[src/rtl/gru_pkg.sv]
// Shared definitions for the GRU time-step sequencer:
// weight addresses and controller state encoding.
package gru_pkg;

    localparam int NUM_W = 9;

    localparam logic [3:0] WZ_A = 4'd0;
    localparam logic [3:0] WR_A = 4'd1;
    localparam logic [3:0] WH_A = 4'd2;
    localparam logic [3:0] UZ_A = 4'd3;
    localparam logic [3:0] UR_A = 4'd4;
    localparam logic [3:0] UH_A = 4'd5;
    localparam logic [3:0] BZ_A = 4'd6;
    localparam logic [3:0] BR_A = 4'd7;
    localparam logic [3:0] BH_A = 4'd8;

    typedef enum logic [1:0] {
        IDLE   = 2'd0,
        SETTLE = 2'd1,
        OUT    = 2'd2
    } state_t;

endpackage

[src/rtl/gru_seq_ctrl_if.sv]
// Sample-in / result-out stream handshakes of the GRU sequencer.
interface gru_seq_ctrl_if #(
    parameter int DATA_WIDTH = 8
);
    logic                  x_valid;
    logic                  x_ready;
    logic [DATA_WIDTH-1:0] x_data;
    logic                  x_last;
    logic                  out_valid;
    logic                  out_ready;
    logic [DATA_WIDTH-1:0] out_h;
    logic                  out_last;

    modport master (
        output x_valid, x_data, x_last, out_ready,
        input  x_ready, out_valid, out_h, out_last
    );

    modport slave (
        input  x_valid, x_data, x_last, out_ready,
        output x_ready, out_valid, out_h, out_last
    );
endinterface

[src/rtl/gru_weight_regfile.sv]
// Nine weight/bias registers; writes accepted only in IDLE with a legal
// address, anything else raises a one-cycle cfg_err.
module gru_weight_regfile
    import gru_pkg::*;
#(
    parameter int DATA_WIDTH = 8
) (
    input  logic                              clk,
    input  logic                              rst_n,
    input  logic                              idle,
    input  logic                              cfg_we,
    input  logic [3:0]                        cfg_addr,
    input  logic [DATA_WIDTH-1:0]             cfg_wdata,
    output logic                              cfg_err,
    output logic [NUM_W-1:0][DATA_WIDTH-1:0]  w
);

    logic ok;

    assign ok = idle && (cfg_addr <= BH_A);

    always_ff @(posedge clk) begin
        if (!rst_n) begin
            w       <= '0;
            cfg_err <= 1'b0;
        end else begin
            cfg_err <= cfg_we && !ok;
            if (cfg_we && ok) begin
                w[cfg_addr] <= cfg_wdata;
            end
        end
    end

endmodule

[src/rtl/gru_seq_ctrl.sv]
// Time-step sequencer for an external combinational GRU cell: registers
// operands, waits CELL_LAT cycles, captures h_out and feeds it back.
module gru_seq_ctrl
    import gru_pkg::*;
#(
    parameter int                    DATA_WIDTH  = 8,
    parameter int                    FRACT_WIDTH = 5,
    parameter int                    CELL_LAT    = 2,
    parameter int                    STEP_W      = 8,
    parameter logic [DATA_WIDTH-1:0] H_INIT      = '0
) (
    input  logic                  clk,
    input  logic                  rst_n,
    input  logic                  cfg_we,
    input  logic [3:0]            cfg_addr,
    input  logic [DATA_WIDTH-1:0] cfg_wdata,
    output logic                  cfg_err,
    gru_seq_ctrl_if.slave         strm,
    output logic [STEP_W-1:0]     step_cnt,
    output logic                  busy,
    output logic [DATA_WIDTH-1:0] cell_x,
    output logic [DATA_WIDTH-1:0] cell_h_in,
    output logic [DATA_WIDTH-1:0] cell_wz,
    output logic [DATA_WIDTH-1:0] cell_wr,
    output logic [DATA_WIDTH-1:0] cell_wh,
    output logic [DATA_WIDTH-1:0] cell_uz,
    output logic [DATA_WIDTH-1:0] cell_ur,
    output logic [DATA_WIDTH-1:0] cell_uh,
    output logic [DATA_WIDTH-1:0] cell_bz,
    output logic [DATA_WIDTH-1:0] cell_br,
    output logic [DATA_WIDTH-1:0] cell_bh,
    input  logic [DATA_WIDTH-1:0] cell_h_out
);

    if (CELL_LAT < 1 || CELL_LAT > 15 || FRACT_WIDTH >= DATA_WIDTH) begin : g_bad_param
        $error("gru_seq_ctrl: illegal CELL_LAT or FRACT_WIDTH");
    end

    state_t                          state;
    state_t                          state_nxt;
    logic [3:0]                      cnt;
    logic                            take;
    logic                            done;
    logic                            ack;
    logic                            x_ready;
    logic                            first;
    logic                            last_reg;
    logic [DATA_WIDTH-1:0]           x_reg;
    logic [DATA_WIDTH-1:0]           h_in;
    logic [DATA_WIDTH-1:0]           h_reg;
    logic [DATA_WIDTH-1:0]           out_h;
    logic                            out_valid;
    logic                            out_last;
    logic [NUM_W-1:0][DATA_WIDTH-1:0] w;

    gru_weight_regfile #(
        .DATA_WIDTH (DATA_WIDTH)
    ) u_regfile (
        .clk       (clk),
        .rst_n     (rst_n),
        .idle      (state == IDLE),
        .cfg_we    (cfg_we),
        .cfg_addr  (cfg_addr),
        .cfg_wdata (cfg_wdata),
        .cfg_err   (cfg_err),
        .w         (w)
    );

    always_ff @(posedge clk) begin
        if (!rst_n) begin
            state <= IDLE;
        end else begin
            state <= state_nxt;
        end
    end

    // A config write in IDLE steals the cycle from sample acceptance.
    always_comb begin
        state_nxt = state;
        x_ready   = 1'b0;
        take      = 1'b0;
        done      = 1'b0;
        ack       = 1'b0;
        unique case (state)
            IDLE: begin
                x_ready = !cfg_we;
                take    = strm.x_valid && !cfg_we;
                if (take) state_nxt = SETTLE;
            end
            SETTLE: begin
                if (cnt == 4'd0) begin
                    done      = 1'b1;
                    state_nxt = OUT;
                end
            end
            OUT: begin
                if (strm.out_ready) begin
                    ack       = 1'b1;
                    state_nxt = IDLE;
                end
            end
            default: state_nxt = IDLE;
        endcase
    end

    always_ff @(posedge clk) begin
        if (!rst_n) begin
            cnt       <= '0;
            first     <= 1'b1;
            last_reg  <= 1'b0;
            x_reg     <= '0;
            h_in      <= '0;
            h_reg     <= '0;
            out_h     <= '0;
            out_valid <= 1'b0;
            out_last  <= 1'b0;
            step_cnt  <= '0;
        end else begin
            if (take) begin
                x_reg    <= strm.x_data;
                last_reg <= strm.x_last;
                h_in     <= first ? H_INIT : h_reg;
                cnt      <= 4'(CELL_LAT - 1);
            end else if (state == SETTLE && !done) begin
                cnt <= cnt - 4'd1;
            end
            if (done) begin
                h_reg     <= cell_h_out;
                out_h     <= cell_h_out;
                out_valid <= 1'b1;
                out_last  <= last_reg;
            end
            if (ack) begin
                out_valid <= 1'b0;
                first     <= last_reg;
                step_cnt  <= last_reg ? '0 : step_cnt + 1'b1;
            end
        end
    end

    assign strm.x_ready   = x_ready;
    assign strm.out_valid = out_valid;
    assign strm.out_h     = out_h;
    assign strm.out_last  = out_last;

    assign busy      = (state != IDLE);
    assign cell_x    = x_reg;
    assign cell_h_in = h_in;
    assign cell_wz   = w[WZ_A];
    assign cell_wr   = w[WR_A];
    assign cell_wh   = w[WH_A];
    assign cell_uz   = w[UZ_A];
    assign cell_ur   = w[UR_A];
    assign cell_uh   = w[UH_A];
    assign cell_bz   = w[BZ_A];
    assign cell_br   = w[BR_A];
    assign cell_bh   = w[BH_A];

endmodule
[src/flat_wrapper.sv]
// flat-port wrapper written by rule: the top's interface ports become plain ports
module gru_seq_ctrl_flat import gru_pkg::*;
#(
    parameter int                    DATA_WIDTH  = 8,
    parameter int                    FRACT_WIDTH = 5,
    parameter int                    CELL_LAT    = 2,
    parameter int                    STEP_W      = 8,
    parameter logic [DATA_WIDTH-1:0] H_INIT      = '0
)
  (clk, rst_n, cfg_we, cfg_addr, cfg_wdata, cfg_err, step_cnt, busy, cell_x, cell_h_in, cell_wz, cell_wr, cell_wh, cell_uz, cell_ur, cell_uh, cell_bz, cell_br, cell_bh, cell_h_out, strm_x_valid, strm_x_data, strm_x_last, strm_out_ready, strm_x_ready, strm_out_valid, strm_out_h, strm_out_last);
  gru_seq_ctrl_if #(.DATA_WIDTH(DATA_WIDTH)) strm_i ();
  input  logic clk;
  input  logic rst_n;
  input  logic cfg_we;
  input  logic [3:0] cfg_addr;
  input  logic [DATA_WIDTH-1:0] cfg_wdata;
  output logic cfg_err;
  output logic [STEP_W-1:0] step_cnt;
  output logic busy;
  output logic [DATA_WIDTH-1:0] cell_x;
  output logic [DATA_WIDTH-1:0] cell_h_in;
  output logic [DATA_WIDTH-1:0] cell_wz;
  output logic [DATA_WIDTH-1:0] cell_wr;
  output logic [DATA_WIDTH-1:0] cell_wh;
  output logic [DATA_WIDTH-1:0] cell_uz;
  output logic [DATA_WIDTH-1:0] cell_ur;
  output logic [DATA_WIDTH-1:0] cell_uh;
  output logic [DATA_WIDTH-1:0] cell_bz;
  output logic [DATA_WIDTH-1:0] cell_br;
  output logic [DATA_WIDTH-1:0] cell_bh;
  input  logic [DATA_WIDTH-1:0] cell_h_out;
  input wire logic [$bits(strm_i.x_valid)-1:0] strm_x_valid;
  input wire logic [$bits(strm_i.x_data)-1:0] strm_x_data;
  input wire logic [$bits(strm_i.x_last)-1:0] strm_x_last;
  input wire logic [$bits(strm_i.out_ready)-1:0] strm_out_ready;
  output wire logic [$bits(strm_i.x_ready)-1:0] strm_x_ready;
  output wire logic [$bits(strm_i.out_valid)-1:0] strm_out_valid;
  output wire logic [$bits(strm_i.out_h)-1:0] strm_out_h;
  output wire logic [$bits(strm_i.out_last)-1:0] strm_out_last;
  assign strm_i.x_valid = strm_x_valid;
  assign strm_i.x_data = strm_x_data;
  assign strm_i.x_last = strm_x_last;
  assign strm_i.out_ready = strm_out_ready;
  assign strm_x_ready = strm_i.x_ready;
  assign strm_out_valid = strm_i.out_valid;
  assign strm_out_h = strm_i.out_h;
  assign strm_out_last = strm_i.out_last;
  gru_seq_ctrl #(.DATA_WIDTH(DATA_WIDTH), .FRACT_WIDTH(FRACT_WIDTH), .CELL_LAT(CELL_LAT), .STEP_W(STEP_W), .H_INIT(H_INIT)) u_core (.clk(clk), .rst_n(rst_n), .cfg_we(cfg_we), .cfg_addr(cfg_addr), .cfg_wdata(cfg_wdata), .cfg_err(cfg_err), .strm(strm_i), .step_cnt(step_cnt), .busy(busy), .cell_x(cell_x), .cell_h_in(cell_h_in), .cell_wz(cell_wz), .cell_wr(cell_wr), .cell_wh(cell_wh), .cell_uz(cell_uz), .cell_ur(cell_ur), .cell_uh(cell_uh), .cell_bz(cell_bz), .cell_br(cell_br), .cell_bh(cell_bh), .cell_h_out(cell_h_out));
endmodule
[config.mk]
export PLATFORM = sky130hd
export DESIGN_NAME = gru_seq_ctrl_flat
export DESIGN_NICKNAME = d
export VERILOG_FILES = /design/src/rtl/gru_pkg.sv /design/src/rtl/gru_seq_ctrl_if.sv /design/src/rtl/gru_weight_regfile.sv /design/src/rtl/gru_seq_ctrl.sv /design/src/flat_wrapper.sv
export SDC_FILE = /design/constraint.sdc
export NUM_CORES = 1
export LEC_CHECK = 0
export CELL_PAD_IN_SITES_DETAIL_PLACEMENT = 1
export CELL_PAD_IN_SITES_GLOBAL_PLACEMENT = 2
export CORE_ASPECT_RATIO = 1.75
export CORE_UTILIZATION = 25
export DETAILED_ROUTE_END_ITERATION = 10
export MAX_ROUTING_LAYER = met4
export PLACE_DENSITY_LB_ADDON = 0.1
export SLEW_MARGIN = 20
export SYNTH_ARGS = -nofsm -noshare
export SYNTH_HDL_FRONTEND = slang
export SYNTH_SLANG_ARGS = --single-unit
[constraint.sdc]
create_clock -name clk -period 1.46 [get_ports clk]
set_input_delay 0.292 -clock clk [delete_from_list [all_inputs] [get_ports clk]]
set_output_delay 0.292 -clock clk [all_outputs]
set_load 0.01 [all_outputs]
==> results_dict.tcl <==
set metrics [dict create \
    status "finished with violations" \
    violations "negative setup slack" \
    setup_viol 10 \
    synth-main-ff-cell "dfxtp_1" \
    async_reset_ff_share_pct 0 \
    core_mm2 0.0176 \
    synth_edf_count 0 \
    start_kind "register" \
    port_buffers 142 \
    hold_violations 0 \
    clockRootBuffer "clkbuf_16" \
    grt_usage_pct 17.4 \
    top_register "u_core.u_regfile.w" \
    dpl.hpwl_um 11200 \
    powerDensity_mw_per_mm2 1130 \
    timing.critical_path.buf_inv 2 \
    clk_pin_slew_ns 0.06 \
    critPathLaunch "u_core.state[0]$_SDFFE_PN0P_" \
    clock_path_buffers 2 \
    required_ns 1.80 \
    vias 4060 \
    drtPass1Iterations 3 \
    dieArea_mm2 0.0187 \
    io_pins 143 \
    die_x_um 104 \
    worstPathArrival_ns 1.82 \
    remaining_drc_errors 0 \
    setup_tns_ns -0.127 \
    antenna-diode-count 0 \
    drive_gt1_share_pct 22.9 \
    multi_input_area_mm2 0.00220 \
    worstReg2RegStart "u_core.state[0]$_SDFFE_PN0P_" \
    hold_start "rst_n" \
    cp-end-kind "register" \
    holdBufCountCts 0 \
    grt_max_degree 25 \
    crit_family "simple AND/OR/NAND/NOR gates" \
    clkSinkCount 115 \
    nets 688 \
    fin_skew_ns 0.00824 \
    gp_congestion 0.773 \
    post_dp_cell_area_mm2 0.00664 \
    worst_slack_ns -0.0229 \
    cp_num_cells 5 \
    use_met1_pct 16.2 \
    hold_path_depth 3 \
    antenna_left 0 \
    slowest_stage "or4_4" \
    syn_inst 455 \
    grt_setup_unrepaired "true" \
    cts-buffers-inserted 17 \
    dp_slack_ns -0.426 \
    largest_reg_flops 72 \
    seq_area_frac_synth_pct 50.7 \
    final_common_cell "dlygate4sd2_1" \
    final_cell_mix "107 x dlygate4sd2_1, 106 x dfxtp_1, 100 x nand2_1" \
    nFillCells 2040 \
    grt_pass1_vias 4398 \
    period_needed_ns 1.48 \
    cts_tree "yes" \
    grt_pass1_wl_um 24400 \
    avgSynthCellArea_um2 9.97 \
    worstMarginPinSlew_ns 0.462 \
    reg2reg_depth 5 \
    critPathKind "reg2reg" \
    netlist_area_mm2 0.00454 \
    fp-row-count 64 \
    viasPerCell 4.53 \
    use_met3_pct 4.12 \
    cp_max_fo 8 \
    use_met2_pct 34.1 \
    ys.warnings.count 0 \
    path_cells "buf_6 -> nand3b_1 -> buf_4 -> or4_4 -> a21oi_2" \
    worstSkewPairLatency_ns 0.41 \
    fin_util_pct 41.5 \
    syn_to_final_growth_pct 61.2 \
    wl_per_cell_um 17.3 \
    synth_cell_types 44 \
    irDropWorstVdd_uv 778 \
    routed_wl_um 15500 \
    maxCapViolCount 0 \
    hold_path.class "in2reg" \
    slew_viol_final 0 \
    ys_ff_latch 115 \
    htreeDepth 4 \
    drt_iter0_markers 57 \
    slew_headroom_pct 69.1 \
    top_usage_layer "met2" \
    leakage_nw 3.63 \
    fin_crit_sh_pct 102 \
    antenna_found_initial 0 \
    grt_overflow_total 0 \
    power_mw 8.23 \
    seqCellArea_mm2 0.00231 \
    die-height_um 180 \
    start_util_pct 25.8 \
    fmax_mhz 674 \
    synth_fp_nets 491 \
    final_area_mm2 0.00731 \
    critPathMaxStageDelay_ns 0.41 \
]
## timing repair
item	in CTS	in global routing
cloned	1	1
endpoints found under the setup margin	178	83
setup buffers	4	3
pin swaps	8	18
resized for setup	131	38
## stage by stage
step / hold WS [ns] / instances
global route: 0.271 / 896
CTS: 0.264 / 892
detailed placement: 0.441 / 855
finish: 0.283 / 896
global placement: 0.437 / 855
floorplan: 0.427 / 455
## kinds of logic after synthesis
group,after synthesis,synth area share [%]
AND/OR/NAND/NOR,172,19.8
multiplexers,72,15.9
buffers and inverters,32,3.83
AO/OA/AOI/OAI,61,8.96
XOR/XNOR,1,0.193
adder cells (fa/ha/maj),2,0.551
flip-flops,115,50.7
## where the power goes
part / internal [mW] / leakage, nW / switching [mW] / total (mW)
registers: 3.20 / 0.934 / 0.0433 / 3.24
logic: 0.406 / 2.41 / 0.390 / 0.796
clock network: 2.58 / 0.284 / 1.62 / 4.20
## Yosys cell counts, types with 3 or more instances
| master | instances | area [µm²] |
|---|---|---|
| a21oi_1 | 9 | 45.0 |
| dfxtp_1 | 115 | 2300 |
| nand3b_1 | 9 | 67.6 |
| nand2_2 | 3 | 18.8 |
| or4_1 | 4 | 30.0 |
| buf_2 | 4 | 20.0 |
| o21ai_0 | 15 | 75.1 |
| nand2_1 | 109 | 409 |
| nand4b_1 | 4 | 35.0 |
| clkbuf_1 | 18 | 67.6 |
| or3_1 | 5 | 31.3 |
| nor2_1 | 5 | 18.8 |
| a21boi_0 | 10 | 75.1 |
| buf_6 | 4 | 45.0 |
| inv_1 | 3 | 11.3 |
| nand3_2 | 4 | 40.0 |
| nand3_1 | 10 | 50.1 |
| a21boi_1 | 18 | 135 |
| mux2i_1 | 72 | 721 |
## worst paths after layout
kind                                          to  slack [ns]
max              u_core.step_cnt[7]$_SDFFE_PN0P_       -0.02
min          u_core.u_regfile.w[14]$_SDFFE_PN0P_        0.28
max reg2reg      u_core.step_cnt[7]$_SDFFE_PN0P_       -0.02
min reg2reg     u_core.cell_h_in[0]$_SDFFE_PN0P_        0.44
## routing by layer
| metal | routed length, µm | vias to the layer above |
|---|---|---|
| li1 | - | 1969 |
| met1 | 5760 | 1982 |
| met2 | 8860 | 96 |
| met3 | 670 | 13 |
| met4 | 200 | 0 |
| met5 | 0 | - |
## worst reg2reg max path: cells and delay by family (launching register included)
family / cells / cell delay (ns)
flops: 1 / 0.32
buf+inv: 2 / 0.32
compound gates: 1 / 0.13
simple gates: 2 / 0.65
## layout make-up
| class | count | area share [%] |
|---|---|---|
| clock buffer | 18 | 6.01 |
| clock inverter | 14 | 2.10 |
| inverter | 3 | 0.154 |
| multi-input combinational | 309 | 30.1 |
| sequential | 115 | 31.6 |
| tap | 231 | 3.95 |
| timing repair buffer | 206 | 26.1 |
No activity file was read; power rests on OpenSTA's default activity.
==> variant, RTL diff (same flow settings) <==
`STEP_W` is set to 8 in 2 places; all go to 7.
--- a/src/rtl/gru_seq_ctrl.sv
+++ b/src/rtl/gru_seq_ctrl.sv
@@ -8,3 +8,3 @@
     parameter int                    CELL_LAT    = 2,
-    parameter int                    STEP_W      = 8,
+    parameter int                    STEP_W      = 7,
     parameter logic [DATA_WIDTH-1:0] H_INIT      = '0
--- a/src/flat_wrapper.sv
+++ b/src/flat_wrapper.sv
@@ -6,3 +6,3 @@
     parameter int                    CELL_LAT    = 2,
-    parameter int                    STEP_W      = 8,
+    parameter int                    STEP_W      = 7,
     parameter logic [DATA_WIDTH-1:0] H_INIT      = '0
Interface: changed (resized step_cnt); port bits go from 143 to 142. No check against the original RTL was run, so the function may have changed too.
==> variant against the unedited design <==
The flow still finishes with violations (setup timing). Worst hold slack better by 0.11 ns. Sequential share of layout area down 0.45 points. Via count up 1.1%. Power down 2.7%. Worst setup slack worse by 0.12 ns. Non-clock buffer count down 4. Cell area up 0.63%. Wire length up 0.42%. Critical path depth unchanged. Synthesized area down 1.1%. Sequential cell count down 1. Highest routed layer unchanged.
==> variant: results (changes against the unedited design) <==
Finish
  • Final Non-Filler Cells: 899 (+0.33%)
  • Nets: 691 (+0.44%)
  • Largest register by flop count: u_core.u_regfile.w
  • Fillers: 1999 (-2.0%)
  • Share of cells above drive strength 1: 21.3% (-1.6 points)

Timing
  • Setup WS post-layout: -0.144 ns (-0.121 ns)
  • Setup Skew: 0.0162 ns (+0.00798 ns)
  • TNS Setup: -6.55 ns (-6.42 ns)
  • Worst Max-Slew Pin Slew: 0.465 ns (+0.00303 ns)
  • Final setup viols: 94 (+84)

Global route
  • Number of global-route vias before repair: 4355 (-0.98%)
  • Initial antenna violation count: 0 (unchanged)
  • Largest net degree at the start of global routing: 25 (unchanged)
  • First-pass GRT wire length: 23600 um (-3.3%)
  • Total track usage: 17.9% (+0.51 points)

Critical path
  • CP top delay family: simple AND/OR/NAND/NOR gates
  • Worst path arrival time: 1.93 ns (+0.11 ns)
  • Largest stage delay, worst path: 0.58 ns (+0.17 ns)
  • Critical path launch point: u_core.state[0]
  • Critical path destination: u_core.u_regfile.w[55]
  • Reg2reg path depth: 5 (unchanged)
  • Critical Path Slowest Stage Cell: or4_4

Yosys
  • Post-synth top cells: dfxtp_1, nand2_1, mux2i_1, a21boi_0, o21ai_0
  • Seq/Total Area, Yosys: 50.9% (+0.13 points)
  • Synthesis Warnings: 0 (unchanged)
  • Netlist cell types: 41 (-6.8%)
  • Synth Flop Type: dfxtp_1
  • Largest cells by area after synthesis: dfxtp_1, mux2i_1, nand2_1
  • Synth Net Count: 500 (+1.8%)
  • Cells after Synth: 464 (+2.0%)
  • Async set or reset register ratio after synthesis: 0% (unchanged)
  • Post-synth EDFFs: 0 (unchanged)

Pwr
  • Static leakage: 3.24 nW (-11%)
  • Maximum VDD drop: 572 uV (-26%)
  • Sw Pwr: 0.00205 W (+0.16%)

Routing
  • Drt initial violations: 65 (+14%)
  • Drt pass-1 iters: 4 (+1)
  • Via count: 4106 (+1.1%)
  • Avg WL per Cell: 17.3 um (about the same)

Placed design
  • Number of I/O port buffers: 141 (-0.70%)
  • Placer congestion estimate: 0.728 (-5.9%)
  • Final HPWL DP: 11100 um (-1.4%)
  • Cells after DPL: 852 (-0.35%)

Run status
  • Failing checks: setup timing
  • Outcome: finished with violations

Clock network
  • Worst-Skew Late Latency: 0.41 ns (about the same)
  • Clock Path Buffers: 2 (unchanged)
  • CTS buffer count: 17 (unchanged)
[variant: cell count changes after synthesis, sizes merged, moves of 4 or more]
cell | before | now
a21boi | 28 | 36
mux2i | 72 | 64
nand2 | 112 | 106
nand3 | 14 | 20
nand4 | 4 | 0
o21ai | 15 | 22
[variant: area by class of cell]
cell class	instances	area [um2]	area share, %
repair buffers	202	1980	26.9
clock inverters	15	133	1.80
flip-flops and latches	114	2290	31.2
clock buffers	17	425	5.78
inverters	3	11.3	0.153
multi-input cells	317	2220	30.2
well taps	231	289	3.93
[variant: metal layers]
| layer | track usage (%) | up-vias | wire length [um] |
|---|---|---|---|
| met5 | - | - | 0 |
| met4 | 6.34 | 0 | 216 |
| met3 | 4.02 | 14 | 662 |
| met2 | 33.7 | 96 | 8800 |
| met1 | 17.6 | 2011 | 5880 |
| li1 | - | 1985 | - |
[variant: worst min-delay path by stage]
stage | start | to | depth (start not counted)
2_1_floorplan | strm_x_data[0] | u_core.cell_x[0] | 2
5_1_grt | rst_n | u_core.cnt[0] | 3
3_3_place_gp | u_core.u_regfile.w[23] | u_core.u_regfile.w[23] | 2
6_report | rst_n | u_core.cnt[0] | 3
3_5_place_dp | u_core.u_regfile.w[52] | u_core.u_regfile.w[52] | 2
4_1_cts | rst_n | u_core.cnt[0] | 3
[variant: power groups by stage]
stage               sequential (W)  clock, W  combinational [W]
finish                     0.00321   0.00395           0.000847
global route               0.00322   0.00420           0.000912
CTS                        0.00321   0.00407           0.000840
detailed placement         0.00328         0           0.000749
global placement           0.00328         0           0.000741
floorplan                  0.00329         0           0.000323
[variant: logic make-up (layout without fill, tap and decap cells)]
group / Yosys count / after routing / synth area share, %
simple gates: 174 / 175 / 19.7
fa+ha+maj: 2 / 2 / 0.558
xor+xnor: 1 / 1 / 0.195
flops: 114 / 114 / 50.9
compound gates: 75 / 75 / 11.1
mux: 64 / 64 / 14.3
buf+inv: 34 / 237 / 3.35
[variant: worst register-to-register path: stages, from the launching register on]
cell	delay (ns)
dfxtp_4	0.36
or4_4	0.58
buf_6	0.16
nor2_4	0.11
buf_12	0.15
mux2i_1	0.19
[variant: stage by stage]
stage	instance area [um2]	hold slack, ns	util, %	setup WS [ns]	power, W
6_report	7360	0.393	42.0	-0.144	0.00801
5_1_grt	7360	0.398	42.0	-0.208	0.00833
4_1_cts	7240	0.382	41.3	-0.170	0.00812
3_5_place_dp	6530	0.452	37.2	-0.659	0.00403
3_3_place_gp	6530	0.444	37.2	-0.626	0.00402
2_1_floorplan	4580	0.437	-	-0.115	0.00362
[variant: repair_timing]
item,CTS,global route
buffers inserted,7,4
gates resized for setup,176,35
endpoints found under the setup margin,218,112
gates cloned,4,0
pin swaps,22,26
